--- src/rtl/press_pkg.sv ---
// Shared types and default timing constants for the press classifier.
// State encodings are fixed so that the state register can be probed directly.
package press_pkg;

  typedef enum logic [2:0] {
    ST_IDLE   = 3'd0,
    ST_PRESS1 = 3'd1,
    ST_GAP    = 3'd2,
    ST_PRESS2 = 3'd3,
    ST_HOLD   = 3'd4
  } state_e;

  localparam int TICK_BITS_DEF  = 20;
  localparam int CNT_W_DEF      = 8;
  localparam int LONG_TICKS_DEF = 100;
  localparam int DCLK_TICKS_DEF = 30;

endpackage

--- src/rtl/tick_gen.sv ---
// Free-running prescaler that fires a one-cycle tick every 2^TICK_BITS clocks.
// A synchronous clear realigns the tick phase to the most recent db edge.
module tick_gen #(
  parameter int TICK_BITS = press_pkg::TICK_BITS_DEF
) (
  input  logic clk,
  input  logic reset_n,
  input  logic clr,
  output logic tick
);

  logic [TICK_BITS-1:0] presc_q;
  logic [TICK_BITS-1:0] presc_d;

  always_comb begin
    presc_d = clr ? '0 : presc_q + 1'b1;
  end

  always_ff @(posedge clk or negedge reset_n) begin
    if (!reset_n) begin
      presc_q <= '0;
    end else begin
      presc_q <= presc_d;
    end
  end

  assign tick = &presc_q;

endmodule

--- src/rtl/press_classifier.sv ---
// Times debounced presses in prescaled ticks and classifies them as short,
// long or double, emitting a registered one-cycle pulse per classification.
module press_classifier
  import press_pkg::*;
#(
  parameter int TICK_BITS  = TICK_BITS_DEF,
  parameter int CNT_W      = CNT_W_DEF,
  parameter int LONG_TICKS = LONG_TICKS_DEF,
  parameter int DCLK_TICKS = DCLK_TICKS_DEF
) (
  input  logic             clk,
  input  logic             reset_n,
  input  logic             db,
  output logic             short_tick,
  output logic             long_tick,
  output logic             dbl_tick,
  output logic             busy,
  output logic [CNT_W-1:0] press_len
);

  localparam logic [CNT_W-1:0] LONG_LAST = CNT_W'(LONG_TICKS - 1);
  localparam logic [CNT_W-1:0] DCLK_LAST = CNT_W'(DCLK_TICKS - 1);

  logic             db_q;
  logic             rise, fall, edge_ev, tick;
  logic [CNT_W-1:0] tick_cnt_q, tick_cnt_d, cnt_inc;
  state_e           state_q, state_d;
  logic             short_q, short_d, long_q, long_d, dbl_q, dbl_d, busy_q, busy_d;
  logic [CNT_W-1:0] press_len_q, press_len_d;

  assign rise    = db & ~db_q;
  assign fall    = ~db & db_q;
  assign edge_ev = rise | fall;

  tick_gen #(.TICK_BITS(TICK_BITS)) u_tick_gen (
    .clk     (clk),
    .reset_n (reset_n),
    .clr     (edge_ev),
    .tick    (tick)
  );

  // cnt_inc includes a tick landing on the release cycle, so press_len
  // counts every tick boundary crossed up to and including the release edge.
  always_comb begin
    cnt_inc = tick_cnt_q;
    if (tick && (tick_cnt_q != '1)) begin
      cnt_inc = tick_cnt_q + 1'b1;
    end
    tick_cnt_d = edge_ev ? '0 : cnt_inc;
  end

  // Edges are tested before terminal ticks so release/new-press always win.
  always_comb begin
    state_d     = state_q;
    press_len_d = press_len_q;
    short_d     = 1'b0;
    long_d      = 1'b0;
    dbl_d       = 1'b0;
    case (state_q)
      ST_IDLE: begin
        if (rise) state_d = ST_PRESS1;
      end
      ST_PRESS1: begin
        if (fall) begin
          state_d     = ST_GAP;
          press_len_d = cnt_inc;
        end else if (tick && (tick_cnt_q == LONG_LAST)) begin
          state_d = ST_HOLD;
          long_d  = 1'b1;
        end
      end
      ST_GAP: begin
        if (rise) begin
          state_d = ST_PRESS2;
        end else if (tick && (tick_cnt_q == DCLK_LAST)) begin
          state_d = ST_IDLE;
          short_d = 1'b1;
        end
      end
      ST_PRESS2: begin
        if (fall) begin
          state_d     = ST_IDLE;
          dbl_d       = 1'b1;
          press_len_d = cnt_inc;
        end else if (tick && (tick_cnt_q == LONG_LAST)) begin
          state_d = ST_HOLD;
          dbl_d   = 1'b1;
        end
      end
      ST_HOLD: begin
        if (fall) begin
          state_d     = ST_IDLE;
          press_len_d = cnt_inc;
        end
      end
      default: state_d = ST_IDLE;
    endcase
    busy_d = (state_d != ST_IDLE);
  end

  always_ff @(posedge clk or negedge reset_n) begin
    if (!reset_n) begin
      db_q        <= 1'b0;
      tick_cnt_q  <= '0;
      state_q     <= ST_IDLE;
      short_q     <= 1'b0;
      long_q      <= 1'b0;
      dbl_q       <= 1'b0;
      busy_q      <= 1'b0;
      press_len_q <= '0;
    end else begin
      db_q        <= db;
      tick_cnt_q  <= tick_cnt_d;
      state_q     <= state_d;
      short_q     <= short_d;
      long_q      <= long_d;
      dbl_q       <= dbl_d;
      busy_q      <= busy_d;
      press_len_q <= press_len_d;
    end
  end

  assign short_tick = short_q;
  assign long_tick  = long_q;
  assign dbl_tick   = dbl_q;
  assign busy       = busy_q;
  assign press_len  = press_len_q;

endmodule

--- config.mk ---
export PLATFORM = sky130hd
export DESIGN_NAME = press_classifier
export DESIGN_NICKNAME = d
export VERILOG_FILES = /design/src/rtl/press_pkg.sv /design/src/rtl/tick_gen.sv /design/src/rtl/press_classifier.sv
export SDC_FILE = /design/constraint.sdc
export NUM_CORES = 1
export LEC_CHECK = 0
export CAP_MARGIN = 10
export CORE_UTILIZATION = 30
export CTS_CLUSTER_DIAMETER = 120
export DETAILED_ROUTE_END_ITERATION = 10
export HOLD_SLACK_MARGIN = 0.05
export SLEW_MARGIN = 40
export SYNTH_ARGS = -nofsm -noshare
export SYNTH_HDL_FRONTEND = slang
export SYNTH_HIERARCHICAL = 1
export SYNTH_SLANG_ARGS = --single-unit
--- constraint.sdc ---
create_clock -name clk -period 7.2 [get_ports clk]
set_clock_uncertainty 0.15 [all_clocks]
set_input_delay 1.44 -clock clk [delete_from_list [all_inputs] [get_ports clk]]
set_output_delay 1.44 -clock clk [all_outputs]
set_load 0.01 [all_outputs]
After elaboration in Yosys (flattened, before gate mapping)
Cells that the tools add are included.
{"block": "classes", "n_eq_ne": 7, "add_sub_neg": 2, "muxes": 19, "reduce_logical": 8, "bitwise_logic": 5}
{"operator": "$mux W3", "count": 7}
{"operator": "$add A20 B1 Y20 const B", "count": 1}
{"operator": "$mux W20", "count": 1}
{"operator": "$reduce_and A20 Y1", "count": 1}
{"operator": "$mux W8", "count": 2}
{"operator": "$pmux W3 S5", "count": 1}
{"operator": "$add A8 B1 Y8 const B", "count": 1}
{"operator": "$eq A8 B5 Y1 const B", "count": 1}
{"operator": "$eq A8 B7 Y1 const B", "count": 1}
{"operator": "$mux W1", "count": 8}
{"operator": "$ne A8 B8 Y1 const B", "count": 1}
{"operator": "$eq A3 B2 Y1 const B", "count": 2}
{"operator": "$eq A3 B1 Y1 const B", "count": 1}
{"operator": "$eq A3 B3 Y1 const B", "count": 1}
{"operator": "$logic_and A1 B1 Y1", "count": 3}
{"operator": "$logic_not A3 Y1", "count": 1}
{"operator": "$reduce_bool A3 Y1", "count": 1}
{"operator": "$reduce_or A3 Y1", "count": 1}
{"operator": "$and A1 B1 Y1", "count": 2}
{"operator": "$not A1 Y1", "count": 2}
{"operator": "$reduce_and A2 Y1", "count": 1}
{"operator": "$or A1 B1 Y1", "count": 1}
{"block": "word_totals", "regBits": 44, "wordCells": 50, "inputBits": 3, "output_inout_bits": 12}

Longest topological paths before layout
Gate-level depths: netlist (run 1).
{"block": "depth", "depth_word": 6, "depth_mapped": 8, "ltp_nobuf": 8}

Modules after synthesis
The synthesis (run 1) kept the hierarchy.
{"mod": "press_classifier", "n_inst": 1, "cells_per_inst": 107, "area_each_um2": 1143.6, "seq_area_each_um2": 600.6}
{"mod": "tick_gen", "n_inst": 1, "cells_per_inst": 101, "area_each_um2": 998.5, "seq_area_each_um2": 500.5}

Worst setup path before layout (run 1)
No wires, ideal clock.
{"block": "synth_path", "path_kind": "in2reg", "from": "in db", "to": "reg u_tick_gen.presc_q[10]", "path_stages": 6, "setup_time_ns": 0.132, "path_slack_ns": 4.357, "required_ns": 6.918, "arrival_time_ns": 2.561, "n_path_buf": 2, "path_cell_list": "inv_1 > ha_1 > inv_1 > clkbuf_1 > clkbuf_1 > nor2_1"}
{"block": "synth_via", "elab_chain_len": 4, "elab_cells_between_ends": 5, "classes_between": "mux: 1; bitwise: 4"}
{"item": "start: declaration", "line": "press_classifier.sv:13", "rtl": "input logic db,"}
{"item": "$not A1 Y1", "line": "press_classifier.sv:32", "rtl": "assign fall = ~db & db_q;"}
{"item": "$and A1 B1 Y1", "line": "press_classifier.sv:32"}
{"item": "$or A1 B1 Y1 (*)", "line": "press_classifier.sv:33", "rtl": "assign edge_ev = rise | fall;"}
{"item": "via edge_ev", "line": "press_classifier.sv:25", "rtl": "logic rise, fall, edge_ev, tick;"}
{"item": "$mux W20 (*)", "line": "tick_gen.sv:16", "rtl": "presc_d = clr ? '0 : presc_q + 1'b1;"}
{"item": "via u_tick_gen.presc_d[10]", "line": "tick_gen.sv:13", "rtl": "logic [TICK_BITS-1:0] presc_d;"}
{"item": "end signal: assignment", "line": "tick_gen.sv:23", "rtl": "presc_q <= presc_d;"}
{"item": "end: declaration", "line": "tick_gen.sv:12", "rtl": "logic [TICK_BITS-1:0] presc_q;"}
The timed path passes the listed nets; every way through them passes the cells marked *.
A chain may end at the register's enable or synchronous reset.

Final worst setup path (run 1)
{"block": "layout_path", "from": "in db", "to": "reg u_tick_gen.presc_q[18]"}
Same word-level chain as after synthesis.

==> reports/metrics.csv, run 1 <==
metric;value;unit
largest net degree at the start of global routing;45;
RSZ-0062 raised after global routing;no;
Worst-path clk slew;80;ps
antenna cells;0;
minimum clock period;3270;ps
CTS Sinks;44;
CTS HTree Levels;2;
total power;476;uW
TritonCTS clock tree;done;
CP endpoint kind;flip-flop;
Mean Syn Cell Area;10.3;sq um
post-synth cell types;39;
Post-synth EDFFs;0;
status;complete, no violations;
final period utilization;45.4;%
Synthesized Nets;216;
area of the multi-input gates;997;sq um
Mapped Area;0.00214;sq mm
Rows;30;
routed len/inst;11.8;microns
total grt overflow;0;
PostCTS Resize Cnt;0;
Tightest Hold Check Type;reg -> reg;
Req. time, crit path;7230;ps
final-report max-slew violation count;0;
post-detailed-placement half-perimeter wirelength;2620;microns
Setup TNS Final;0;ps
ANT nets after route;0;
synth warn;6;
I/O Buffers;14;
vias per cell;4.73;
Max Cap Viol;0;
Initial DRC Count;52;
area grow syn2layout;15.9;%
# hold bufs at CTS;0;
synthesis-stage register bit count;44;
first-pass GRT wire length;6830;microns
Setup crit start kind;input pin;
initial antenna violation count;0;
die height;86.5;microns
number of global-route vias before repair;1482;
routability cong.;0.832;
worst skew pair latency;290;ps
die area;0.00748;sq mm
Die W;86.5;microns
Final setup viols;0;
io pins;15;
Worst Tran Pin Value;712;ps
fillers;722;
post-CTS setup buffer count;0;
Initial Util;31.4;%
clock tree buffer depth;2;
Core Box Area;0.00683;sq mm
setup slack after layout;3930;ps
critical path peak fanout;24;
gr usage total;11.5;%
Routed WL;3820;microns
Fmax;0.306;GHz
setup slack after placement;3570;ps
Hold Vio Cnt, Final;0;
Arrival @ worst endpoint;3300;ps
Remaining DRCs;0;
leakage;0.00105;uW
PwrDens;192;mW/mm^2
register area share after synthesis;51.4;%
Seq. cell area;0.00110;sq mm
Crit Path Category;in -> reg;
TritonCTS buffer count;5;
nets;234;
layout cells sized above 1;9.69;%
first drt pass iteration count;4;
Top FF cell, synth;dfrtp_1;
via count;1529;
post-synthesis instance total;208;
clk root buf;clkbuf_8;
Rel. slew slack;52.5;%
Synth async-reset ratio;100;%
worst vdd ir;103;uV
-- layer usage --
| metal | up-vias | share of wire (%) | track usage (%) |
|---|---|---|---|
| li1 | 772 | - | - |
| met1 | 740 | 54 | 16.2 |
| met2 | 13 | 43 | 17.5 |
| met3 | 4 | 1.8 | 2.10 |
| met4 | 0 | 1.4 | 4.55 |
| met5 | - | 0 | 0 |
-- power by group --
part           switching [uW]  total [uW]  internal [uW]
Clock                    79.3         157           78.0
Combinational            25.7        48.4           22.6
Sequential               12.4         270            258
-- cell type report --
cell class | count | share of cell area, %
Multi-Input combinational cell | 153 | 40.2
Sequential cell | 44 | 44.3
Clock inverter | 1 | 0.302
Timing Repair Buffer | 15 | 5.84
Tap cell | 96 | 4.84
Clock buffer | 7 | 3.48
Inverter | 7 | 1.06
-- path summary, 6_finish.rpt --
kind | startpoint | endpoint | slack (ps) | cells past startpoint
max in group asynchronous | reset_n | u_tick_gen/presc_q[10]$_DFF_PN0_ | 5530 | 1
max | db | u_tick_gen/presc_q[18]$_DFF_PN0_ | 3930 | 6
min | press_len[5]$_DFFE_PN0P_ | press_len[5]$_DFFE_PN0P_ | 340 | 2
min reg2reg | press_len[5]$_DFFE_PN0P_ | press_len[5]$_DFFE_PN0P_ | 340 | 2
min in group asynchronous | reset_n | tick_cnt_q[6]$_DFF_PN0_ | 990 | 1
max reg2reg | u_tick_gen/presc_q[0]$_DFF_PN0_ | press_len[7]$_DFFE_PN0P_ | 4170 | 8
-- logic make-up (layout without fill, tap and decap cells) --
kind of cell               count (synthesis)  after routing  synth area share (%)
xor gates and xnor gates                  14             14                  5.72
AOI/OAI and AO/OA                         27             27                  6.66
and+or+nand+nor                           97             97                  26.2
buffers and inverters                     11             30                  2.04
adders and majority gates                  5              5                  2.92
DFF                                       44             44                  51.4
muxes                                     10             10                  5.08
-- through the flow --
step / hold slack, ps / util [%] / instance area, sq um / cells
2_1_floorplan: 297 / - / 2140 / 208
3_3_place_gp: 315 / 34.9 / 2390 / 315
3_5_place_dp: 323 / 35.0 / 2390 / 315
4_1_cts: 344 / 36.4 / 2480 / 323
5_1_grt: 381 / 36.4 / 2480 / 323
6_report: 339 / 36.4 / 2480 / 323
-- sequential cells by signal, indices dropped and copies added, names as in the netlist --
signal,count
busy,1
u_tick_gen/presc_q,20
db_q,1
long_tick,1
state_q,3
tick_cnt_q,8
dbl_tick,1
short_tick,1
press_len,8
-- Yosys cell counts (7+ instances only) --
| cell | number | area (sq um) |
|---|---|---|
| dfrtp_1 | 44 | 1100 |
| nor2_1 | 21 | 78.8 |
| nand3_1 | 13 | 65.1 |
| o21ai_0 | 13 | 65.1 |
| a21oi_1 | 11 | 55.1 |
| nand2_1 | 11 | 41.3 |
| and2_1 | 8 | 50.1 |
| xnor2_1 | 8 | 70.1 |
| inv_1 | 7 | 26.3 |
| mux2_2 | 7 | 78.8 |
| nand4_1 | 7 | 43.8 |
-- critical path: stages --
cell and delay (ps):
clkdlybuf4s50_1 500, inv_1 50, ha_1 360, inv_1 550, nor2b_1 110, mux2_2 280
-- cell usage in the layout (no fill, tap or decap), types with 6 or more instances in the layout --
| cell type | netlist | routed |
|---|---|---|
| nand3_1 | 13 | 13 |
| nor2_1 | 21 | 21 |
| nor2b_1 | 6 | 6 |
| mux2_2 | 7 | 7 |
| dfrtp_1 | 44 | 44 |
| inv_1 | 7 | 7 |
| xor2_1 | 6 | 6 |
| clkbuf_8 | 0 | 6 |
| a21oi_1 | 11 | 11 |
| xnor2_1 | 8 | 8 |
| and2_1 | 8 | 8 |
| nand2_1 | 11 | 11 |
| clkdlybuf4s50_1 | 0 | 13 |
| nand4_1 | 7 | 7 |
| o21ai_0 | 13 | 13 |
Power figures use the tool's default switching activity.
==> inputs of run 2 (changes only) <==
==> constraint.sdc (replaced) <==
create_clock -name clk -period 3 [get_ports clk]
set_clock_uncertainty 0.15 [all_clocks]
set_input_delay 0.6 -clock clk [delete_from_list [all_inputs] [get_ports clk]]
set_output_delay 0.6 -clock clk [all_outputs]
set_load 0.01 [all_outputs]
==> reports/metrics.csv, run 2 (synthesis results as in run 1) <==
metric;value;unit
routability cong.;0.812;
first-pass GRT wire length;7030;microns
PwrDens;491;mW/mm^2
Critical path destination;press_len[7]$_DFFE_PN0P_;
first drt pass iteration count;4;
Arrival @ worst endpoint;2690;ps
Crit Path Category;reg -> reg;
Critical path buffers and inverters;0;
leakage;0.00108;uW
CP endpoint kind;flip-flop;
CP top delay family;simple AND/OR/NAND/NOR gates;
clock tree buffer depth;2;
P_int;949;uW
Max Cap Viol;0;
Reg2Reg Depth;8;
Fmax;0.376;GHz
Setup crit start kind;flip-flop;
status;complete, no violations;
Sw Share;23.7;%
R2R setup slack;340;ps
PostCTS Resize Cnt;0;
io pins;15;
Hold Vio Cnt, Final;0;
critical path peak fanout;6;
Req. time, crit path;3030;ps
Die W;86.5;microns
nets;237;
most common cell after layout, fill and taps aside;dfrtp_1;
Rel. slew slack;63.4;%
Tightest Hold Check Type;in -> async;
Post-DP Area;0.00241;sq mm
TritonCTS clock tree;done;
most used cells in the layout excluding fill and tap cells;dfrtp_1, nor2_1, nand3_1, o21ai_0, clkdlybuf4s50_1;
layout cells sized above 1;11.3;%
area grow syn2layout;18.3;%
max reg flops;20;
CTS Sinks;44;
max incr delay on CP;390;ps
minimum clock period;2660;ps
clock power share;38.1;%
Crit path top cell by count;nor4_1;
Initial DRC Count;131;
worst path cell trace;ha_1, nand3_1, nor4_1, and3_1, nand4_1, nor4_1, xor2_1, mux2_2;
CTS HTree Levels;2;
register name with the most flops;u_tick_gen/presc_q;
RSZ-0062 raised after global routing;no;
Worst-path clk slew;80;ps
post-CTS setup buffer count;0;
number of global-route vias before repair;1513;
Sequential Power Share;52.0;%
die area;0.00748;sq mm
Setup TNS Final;0;ps
routed len/inst;12.2;microns
RR Startpoint;u_tick_gen/presc_q[0]$_DFF_PN0_;
CP max stage cell;dfrtp_1;
fillers;717;
Logic pwr share;9.8;%
Remaining DRCs;0;
gr usage total;12.0;%
vias per cell;4.83;
initial antenna violation count;0;
Final setup viols;0;
critical path depth;8;
post-route cell area;0.00253;sq mm
Routed WL;3970;microns
largest net degree at the start of global routing;45;
I/O Buffers;14;
final-report max-slew violation count;0;
Core Box Area;0.00683;sq mm
NetSw;295;uW
ANT nets after route;0;
clk root buf;clkbuf_8;
worst r2r dst;press_len[7]$_DFFE_PN0P_;
Worst Tran Pin Value;550;ps
Crit. Startpoint;u_tick_gen/presc_q[0]$_DFF_PN0_;
Initial Util;31.4;%
die height;86.5;microns
worst vdd ir;253;uV
total power;1240;uW
final period utilization;88.7;%
via count;1574;
total grt overflow;0;
antenna cells;0;
Rows;30;
post-detailed-placement half-perimeter wirelength;2750;microns
fin util;37.1;%
TritonCTS buffer count;5;
# hold bufs at CTS;0;
worst skew pair latency;290;ps
==> run 2: changes by cell type in the layout (fill, tap and decap cells not counted) <==
| cell | change |
|---|---|
| clkinv_4 | +1 |
| clkinvlp_4 | -1 |
| clkbuf_1 | -1 |
| bufinv_16 | +1 |
| buf_4 | +3 |
==> run 2: worst min path at each step <==
stage / from / endpoint / slack, ps
after floorplan: reset_n / busy$_DFF_PN0_ / 150
final: reset_n / tick_cnt_q[6]$_DFF_PN0_ / 130
after global placement: u_tick_gen/presc_q[0]$_DFF_PN0_ / u_tick_gen/presc_q[0]$_DFF_PN0_ / 310
after global routing: reset_n / tick_cnt_q[7]$_DFF_PN0_ / 180
after detailed placement: u_tick_gen/presc_q[0]$_DFF_PN0_ / u_tick_gen/presc_q[0]$_DFF_PN0_ / 320
after CTS: reset_n / tick_cnt_q[7]$_DFF_PN0_ / 150
==> run 2: layout make-up <==
| type | instances | area, sq um | share of cell area (%) |
|---|---|---|---|
| multi-input cells | 153 | 997 | 39.4 |
| well taps | 96 | 120 | 4.74 |
| flip-flops and latches | 44 | 1100 | 43.5 |
| inverters | 7 | 26.3 | 1.04 |
| clock inverters | 2 | 38.8 | 1.53 |
| clock buffers | 6 | 82.6 | 3.26 |
| repair buffers | 18 | 168 | 6.62 |
==> run 2: power by group through the flow <==
| stage | sequential [uW] | clock (uW) | combinational [uW] |
|---|---|---|---|
| after floorplan | 659 | 0 | 65.5 |
| after global placement | 659 | 0 | 122 |
| after detailed placement | 659 | 0 | 123 |
| after CTS | 647 | 498 | 125 |
| after global routing | 653 | 520 | 138 |
| final | 647 | 475 | 122 |
==> run 2: metal layers <==
metal,vias to the layer above,routed length [microns],GRT usage (%)
met4,0,47,4.55
met5,-,0,0
met2,33,1760,18.4
met1,755,2000,16.2
li1,782,-,-
met3,4,165,3.05
==> run 2: per-stage QoR <==
stage	worst slack, ps	hold slack, ps	std cells
after floorplan	453	154	208
after global placement	359	310	318
after detailed placement	322	324	318
after CTS	305	152	326
after global routing	35.8	181	326
final	340	133	326
